$ cat config.mk
export PLATFORM = sky130hd
export DESIGN_NAME = sync_window_counter
export DESIGN_NICKNAME = d
export VERILOG_FILES = /design/src/rtl/sync_window_counter.sv
export SDC_FILE = /design/constraint.sdc
export NUM_CORES = 1
export LEC_CHECK = 0
export CAP_MARGIN = 0
export CORE_AREA = 2 2 91 67
export DETAILED_ROUTE_END_ITERATION = 8
export DIE_AREA = 0 0 93 69
export PLACE_DENSITY_LB_ADDON = 0.3
export SETUP_SLACK_MARGIN = 0.4
export SLEW_MARGIN = 0
export SYNTH_ARGS = -nofsm -noshare
export SYNTH_HDL_FRONTEND = slang
export SYNTH_SLANG_ARGS = --single-unit
$ cat constraint.sdc
create_clock -name clk -period 5 [get_ports clk]
set_clock_uncertainty 0.2 [all_clocks]
set_input_delay 0.75 -clock clk [delete_from_list [all_inputs] [get_ports clk]]
set_output_delay 0.75 -clock clk [all_outputs]
set_load 0.05 [all_outputs]
$ cat src/rtl/sync_window_counter.sv
// sync_window_counter
//   Line position counter restarted by the rising edge of a line strobe (sync).
//   Counts 0..lim_s in one-shot or continuous mode and flags a programmable
//   sampling window for downstream capture logic.
//
// Ports
//   clk        system clock, all state on posedge
//   rst        synchronous active-low reset
//   en         count enable (does not gate the sync restart)
//   sync       line strobe, rising edge restarts the count
//   mode       0 = one-shot, 1 = continuous (wrap at limit)
//   limit      terminal count (inclusive), captured on sync edge
//   win_start  first counter value inside the window (live)
//   win_end    last counter value inside the window (live)
//   counter    current count
//   busy       high in ARM and COUNT
//   done       one-cycle pulse at terminal count
//   in_window  window flag, combinational from registered state/counter
//   overrun    one-cycle pulse when a sync edge arrives while busy
module sync_window_counter #(
  parameter int DWIDTH = 8
) (
  input  logic              clk,
  input  logic              rst,
  input  logic              en,
  input  logic              sync,
  input  logic              mode,
  input  logic [DWIDTH-1:0] limit,
  input  logic [DWIDTH-1:0] win_start,
  input  logic [DWIDTH-1:0] win_end,
  output logic [DWIDTH-1:0] counter,
  output logic              busy,
  output logic              done,
  output logic              in_window,
  output logic              overrun
);

  localparam logic [1:0] S_IDLE  = 2'd0;
  localparam logic [1:0] S_ARM   = 2'd1;
  localparam logic [1:0] S_COUNT = 2'd2;
  localparam logic [1:0] S_DONE  = 2'd3;

  logic [1:0]        state_q, state_d;
  logic [DWIDTH-1:0] cnt_q, cnt_d;
  logic [DWIDTH-1:0] lim_s_q, lim_s_d;
  logic              mode_s_q, mode_s_d;
  logic              done_q, done_d;
  logic              ovr_q, ovr_d;
  logic              sync_q;
  logic              sync_edge;

  assign sync_edge = sync & ~sync_q;

  always_comb begin
    state_d  = state_q;
    cnt_d    = cnt_q;
    lim_s_d  = lim_s_q;
    mode_s_d = mode_s_q;
    done_d   = 1'b0;
    ovr_d    = 1'b0;
    if (sync_edge) begin
      // Restart wins over a coincident terminal count: no done pulse then.
      state_d  = S_ARM;
      cnt_d    = '0;
      lim_s_d  = limit;
      mode_s_d = mode;
      ovr_d    = (state_q == S_ARM) || (state_q == S_COUNT);
    end else begin
      case (state_q)
        S_ARM:   state_d = S_COUNT;
        S_COUNT: begin
          if (en) begin
            if (cnt_q == lim_s_q) begin
              done_d = 1'b1;
              if (mode_s_q) cnt_d = '0;
              else          state_d = S_DONE;
            end else begin
              cnt_d = cnt_q + 1'b1;
            end
          end
        end
        default: ; // IDLE and DONE wait for the next sync edge
      endcase
    end
  end

  always_ff @(posedge clk) begin
    if (!rst) begin
      state_q  <= S_IDLE;
      cnt_q    <= '0;
      lim_s_q  <= '0;
      mode_s_q <= 1'b0;
      done_q   <= 1'b0;
      ovr_q    <= 1'b0;
      // Keep tracking the strobe through reset so a sync held high across
      // reset release is not mistaken for a fresh edge.
      sync_q   <= sync;
    end else begin
      state_q  <= state_d;
      cnt_q    <= cnt_d;
      lim_s_q  <= lim_s_d;
      mode_s_q <= mode_s_d;
      done_q   <= done_d;
      ovr_q    <= ovr_d;
      sync_q   <= sync;
    end
  end

  assign counter   = cnt_q;
  assign busy      = (state_q == S_ARM) || (state_q == S_COUNT);
  assign done      = done_q;
  assign overrun   = ovr_q;
  assign in_window = (state_q == S_COUNT) && (cnt_q >= win_start) && (cnt_q <= win_end);

endmodule

==> results of run 1 <==
## worst max-delay path, delay by kind of cell
family	cells	cell delay, ps
adder cells (fa/ha/maj)	1	290
AND/OR/NAND/NOR	1	150
AO/OA/AOI/OAI	4	620
buffers and inverters	3	1290
## layer usage
metal | track usage [%] | part of all wire [%]
met1 | 15.50 | 51
met2 | 15.46 | 41
met3 | 3.607 | 7.6
met4 | 0.9804 | 0.25
met5 | 0 | 0
## layout by cell type, fill, tap and decap left out, drive strengths merged, types with 3 or more instances in the layout
cell,netlist,final
nand2,24,24
nand4,4,4
and3,4,4
ha,19,19
inv,19,19
a21oi,9,9
nand3,5,5
o21ai,5,5
o31ai,4,4
a21boi,9,9
dfxtp,22,22
xnor2,8,8
nor3,3,3
nor2,3,3
a21o,5,5
clkdlybuf4s50,0,40
clkbuf,3,3
## cell type report
cell class | instances | area (sq um)
tap | 75 | 93.84
timing repair buffer | 40 | 400.4
sequential | 22 | 440.4
clock buffer | 3 | 41.29
inverter | 19 | 71.32
multi-input combinational | 123 | 878.3
fill | 608 | 3570
clock inverter | 1 | 30.03
## sequential cells by signal, indices dropped and copies added, names as in the netlist
register / count
lim_s_q: 8
state_q: 2
sync_q: 1
done: 1
counter: 8
mode_s_q: 1
overrun: 1
## cells in the mapped netlist (3+ instances only)
| library cell | number | area, sq um |
|---|---|---|
| nand4_1 | 3 | 18.77 |
| ha_1 | 19 | 237.7 |
| nand2_1 | 24 | 90.09 |
| a21boi_0 | 9 | 67.56 |
| nor2_1 | 3 | 11.26 |
| a21o_1 | 5 | 37.54 |
| clkbuf_1 | 3 | 11.26 |
| o31ai_1 | 4 | 30.03 |
| dfxtp_1 | 22 | 440.4 |
| o21ai_0 | 5 | 25.02 |
| a21oi_1 | 9 | 45.04 |
| nand3_1 | 5 | 25.02 |
| xnor2_1 | 8 | 70.07 |
| and3_1 | 4 | 25.02 |
| inv_1 | 19 | 71.32 |
## path summary, 6_finish.rpt
kind,startpoint,end,cells after the start,slack [ps]
worst max-delay path,win_end[5],in_window,9,970
worst min-delay path,lim_s_q[7],lim_s_q[7],2,290
worst max register to register,counter[4],counter[4],5,2890
worst min register to register,lim_s_q[7],lim_s_q[7],2,290
## per-stage QoR
step	area [sq um]	hold slack, ps
4_1_cts	1956	290.9
5_1_grt	1956	306.6
2_1_floorplan	1406	256.0
6_report	1956	285.9
3_3_place_gp	1884	272.7
3_5_place_dp	1884	278.5
## kinds of logic after synthesis
group | after synthesis
AOI/OAI and AO/OA | 39
xor gates and xnor gates | 10
adders and majority gates | 19
buffers and inverters | 23
DFF | 22
and+or+nand+nor | 55
## power by group through the flow
| stage | clock [mW] | combinational, mW | sequential [mW] |
|---|---|---|---|
| after global routing | 0.181 | 0.0839 | 0.186 |
| after floorplan | 0 | 0.0394 | 0.190 |
| final | 0.169 | 0.0747 | 0.185 |
| after detailed placement | 0 | 0.0756 | 0.189 |
| after CTS | 0.173 | 0.0760 | 0.185 |
| after global placement | 0 | 0.0751 | 0.189 |
==> run_results.csv, run 1 <==
group,metric,value,unit
outcome,status,"finished clean",
pwr,p_int,0.3261,mW
pwr,pwr-share-comb,17.4,%
worst_setup_path,cpPeakStageDelay,800,ps
yosys,postSynthCellCount,168,
drt,drc_errors,0,
pwr,irDropWorstVdd,197.8,uV
sta,finalSetupViolCount,0,
worst_setup_path,critical_path_class,"in2out",
yosys,synth_area_per_cell,8.371,sq um
global_routing,overflow,0,
sta,slew_viol_final,0,
yosys,synthArstFlopShare,0,%
cts,clock_sinks,22,
cts,cts_root_buffer,"clkbuf_8",
floorplan,row_count,23,
place,dpl_worst_slack,946.9,ps
place,dp.cells,279,
global_routing,grt_max_degree,14,
floorplan,core,5525,sq um
yosys,yosysWarnings,0,
sta,timing.fmax,0.2479,GHz
worst_setup_path,cp_cell_sequence,"clkdlybuf4s50_1 > inv_1 > ha_1 > a21o_1 > a21o_1 > a21oi_1 > a32o_1 > and3_1 > clkdlybuf4s50_1",
worst_setup_path,crit_fanout,2,
sta,rsz0062_at_grt,"false",
drt,vias,1264,
yosys,synth_edf_count,0,
pwr,p_sw_share,23.87,%
finish,final_cells,283,
sta,tightest_slew,742.2,ps
yosys,synth_compound_area_share,18.86,%
finish,fin_util,35.39,%
sta,final_hold_viol_count,0,
worst_setup_path,cp_data_arrival_time,3080,ps
cts,cts-resized-gates,0,
yosys,yosys.area_share.adder,16.90,%
yosys,yosys.area_share.simple,20.46,%
yosys,syn-cell-area,1406,sq um
sta,fin_ws,966.2,ps
drt,drt_wl_total,3233,um
worst_setup_path,required,4050,ps
yosys,synth_mux_area_share,0,%
yosys,synth_nets,216,
drt,postRouteAntennaNets,0,
floorplan,die_height,69,um
cts,h-tree-depth,1,
pwr,power.share.clock,39.3,%
place,gp_congestion,0.7796,
worst_setup_path,start_kind,"input port",
sta,min_period_over_period,80.68,%
global_routing,antenna_found_initial,0,
yosys,ys_types,35,
pwr,p_per_area,219.0,nW/um^2
yosys,ys.flop_type,"dfxtp_1",
floorplan,start_util,25.45,%
yosys,synth_seq_cells,22,
floorplan,io_pins,41,
worst_setup_path,crit_path_end_kind,"output port",
worst_setup_path,crit_path_top_delay_cell,"clkdlybuf4s50_1",
drt,vias_per_cell,4.466,
cts,clock_latency,270,ps
floorplan,die_w,93,um
global_routing,grt_pass1_wl,5637,um
global_routing,grt_pass1_vias,1208,
flow_run,cap_violations,0,
pwr,seq_power_share,43.2,%
global_routing,grtUsageTotal,10.56,%
place,port_buffers,40,
cts,cts_tree,"built",
drt,routedWlPerCell,11.42,um
cts,numCtsBuffers,3,
pwr,p_sw,0.1023,mW
yosys,seq_area_frac_synth,31.32,%
yosys,synth-xor-area-share,6.228,%
pwr,p_leak,0.8410,nW
finish,diodes,0,
sta,period_minus_slack,4034,ps
finish,nNetsFinal,257,
cts,post-cts-setup-buffers,0,
place,hpwl,2611,um
sta,slew_headroom,50.42,%
cts,cts.hold.buffers_added,0,
sta,setup_tns,0,ps
cts,clockBufferDepth,2,
finish,final_layout_size_suffix_gt1_share,3.846,%
drt,drt-initial-drc-count,48,
worst_hold_path,min_path_type,"reg2reg",
cts,clk_pin_slew_worst_paths,90,ps
finish,area_delta_synth_final,39.06,%
floorplan,dieArea,6417,sq um
pwr,totalPowerFinal,0.4284,mW
yosys,synth_top_family_by_area,"simple AND/OR/NAND/NOR gates",
drt,drtPass1Iterations,4,
(Power assumes the default switching activity.)
==> run 2: changes to the inputs <==
==> constraint.sdc (replaced) <==
create_clock -name clk -period 3.6 [get_ports clk]
set_clock_uncertainty 0.2 [all_clocks]
set_input_delay 0.54 -clock clk [delete_from_list [all_inputs] [get_ports clk]]
set_output_delay 0.54 -clock clk [all_outputs]
set_load 0.05 [all_outputs]
==> run 2 against run 1 <==
  * Register-to-register slack worse by 1400 ps
  * Sequential power is 39% higher
  * Power is 26% higher
  * Core utilization is 0.11 points lower
  * Sequential cell count stayed put
  * Combinational power is 39% higher
  * Routed wire length is 1.6% higher
  * Critical path depth stayed put
  * Design area is 0.32% lower
  * Via count is 2.0% lower
  * Cell count stayed put
  * Largest power group unchanged
  * Highest routed layer is now met3
==> run_results.csv, run 2 (synthesis results as in run 1) <==
group,metric,value,unit
cts,cts_root_buffer,"clkbuf_8",
drt,vias,1239,
floorplan,core,5525,sq um
sta,timing.fmax,0.3291,GHz
cts,numCtsBuffers,3,
worst_setup_path,crit_start,"win_end[5]",
worst_setup_path,crit_path_end_kind,"output port",
finish,layout_commonest_cell,"clkdlybuf4s50_1",
global_routing,busiest_layer,"met1",
worst_setup_path,crit_path_end,"in_window",
global_routing,use_met1,17.06,%
sta,slew_headroom,49.96,%
worst_setup_path,required,2860,ps
drt,drtPass1Iterations,5,
finish,nNetsFinal,257,
pwr,totalPowerFinal,0.5412,mW
sta,setup_tns,0,ps
pwr,irDropWorstVdd,222.0,uV
worst_setup_path,path_common_cell,"a21o_1",
floorplan,dieArea,6417,sq um
floorplan,start_util,25.45,%
finish,area_delta_synth_final,38.61,%
worst_setup_path,start_kind,"input port",
sta,slew_viol_final,0,
global_routing,grt_pass1_vias,1215,
pwr,p_leak,0.8388,nW
worst_setup_path,cp_data_arrival_time,2300,ps
worst_setup_path,critical_path_class,"in2out",
finish,stdcell_area,1949,sq um
flow_run,cap_violations,0,
sta,tightest_slew,749.1,ps
global_routing,grt_pass1_wl,5754,um
cts,cts_tree,"built",
worst_setup_path,reg2regPathDepth,5,
finish,final_layout_size_suffix_gt1_share,4.327,%
finish,diodes,0,
global_routing,overflow,0,
global_routing,use_met3,3.060,%
drt,drc_errors,0,
drt,drt_wl_total,3286,um
cts,cts-resized-gates,0,
place,gp_congestion,0.7485,
worst_setup_path,critical_path.top_delay_family,"buffers and inverters",
worst_hold_path,min_path_type,"reg2reg",
sta,rsz0062_at_grt,"false",
drt,vias_per_cell,4.378,
floorplan,die_height,69,um
worst_setup_path,cp_cell_sequence,"clkdlybuf4s50_1 > inv_1 > ha_1 > a21o_1 > a21o_1 > a21oi_1 > a32o_1 > and3_1 > buf_12",
sta,final_hold_viol_count,0,
finish,final_cells,283,
outcome,status,"finished clean",
worst_setup_path,cp_num_buf_inv,3,
drt,postRouteAntennaNets,0,
drt,drt-initial-drc-count,22,
place,port_buffers,40,
global_routing,grtUsageTotal,10.82,%
cts,cts.hold.buffers_added,0,
floorplan,io_pins,41,
place,hpwl,2600,um
worst_setup_path,crit_path_top_delay_cell,"clkdlybuf4s50_1",
worst_setup_path,crit_fanout,2,
worst_setup_path,cp.depth,9,
global_routing,grt_max_degree,14,
cts,clock_latency,260,ps
sta,period_minus_slack,3038,ps
cts,h-tree-depth,1,
cts,clockBufferDepth,2,
place,dp.cells,279,
sta,min_period_over_period,84.40,%
cts,post-cts-setup-buffers,0,
worst_setup_path,cpPeakStageDelay,460,ps
global_routing,met2_usage,15.14,%
worst_setup_path,ff2ff_setup_slack,1520,ps
worst_setup_path,r2r-end,"counter[4]",
place,post_dp_cell_area,1894,sq um
finish,final_cell_mix,"39 x clkdlybuf4s50_1, 24 x nand2_1, 22 x dfxtp_1",
cts,clk_pin_slew_worst_paths,80,ps
floorplan,row_count,23,
drt,routedWlPerCell,11.61,um
cts,clock_sinks,22,
worst_setup_path,worstReg2RegStart,"counter[4]",
finish,seq_area,440.4,sq um
floorplan,die_w,93,um
pwr,p_per_area,277.6,nW/um^2
finish,multi_input_area,878.3,sq um
finish,fillers,613,
sta,finalSetupViolCount,0,
global_routing,antenna_found_initial,0,
## run 2: cell count changes in the layout (fill, tap and decap cells not counted), sizes merged
cell,previous run,this run
buf,0,1
bufinv,1,0
clkbuf,3,4
clkdlybuf4s50,40,39
## run 2: layout make-up
class | count | share of cell area [%]
inverters | 19 | 3.659
flip-flops and latches | 22 | 22.59
well taps | 75 | 4.814
repair buffers | 40 | 21.05
multi-input cells | 123 | 45.06
clock buffers | 4 | 2.824
## run 2: worst min path at each step
stage / startpoint / slack, ps / end / depth (start not counted)
5_1_grt: lim_s_q[1] / 310 / lim_s_q[1] / 2
2_1_floorplan: lim_s_q[6] / 260 / lim_s_q[6] / 2
3_5_place_dp: lim_s_q[3] / 280 / lim_s_q[3] / 2
3_3_place_gp: lim_s_q[2] / 270 / lim_s_q[2] / 2
6_report: lim_s_q[3] / 290 / lim_s_q[3] / 2
4_1_cts: lim_s_q[3] / 290 / lim_s_q[3] / 2
## run 2: where the power goes
group / switching [mW] / internal (mW) / leakage [nW]
sequential: 0.00593 / 0.251 / 0.179
clock: 0.0822 / 0.0975 / 0.0288
combinational: 0.0512 / 0.0532 / 0.631
## run 2: worst min-delay path, stage by stage, from the launching register on
cell      delay [ps]
dfxtp_1          330
nand2_1           50
a21boi_0          60
## run 2: routing by layer
layer / share of wire, % / wire (um)
met2: 39 / 1287
met5: 0 / 0
met3: 5.8 / 191
met4: 0 / 0
met1: 55 / 1807
## run 2: per-stage QoR
stage                     hold slack (ps)  utilization, %  setup slack [ps]
after CTS                           290.7           35.28             563.2
after detailed placement            278.2           34.28             565.9
after floorplan                     256.0               -             770.9
after global placement              272.1           34.28             592.0
final                               288.7           35.28             561.6
after global routing                309.8           35.28             471.0
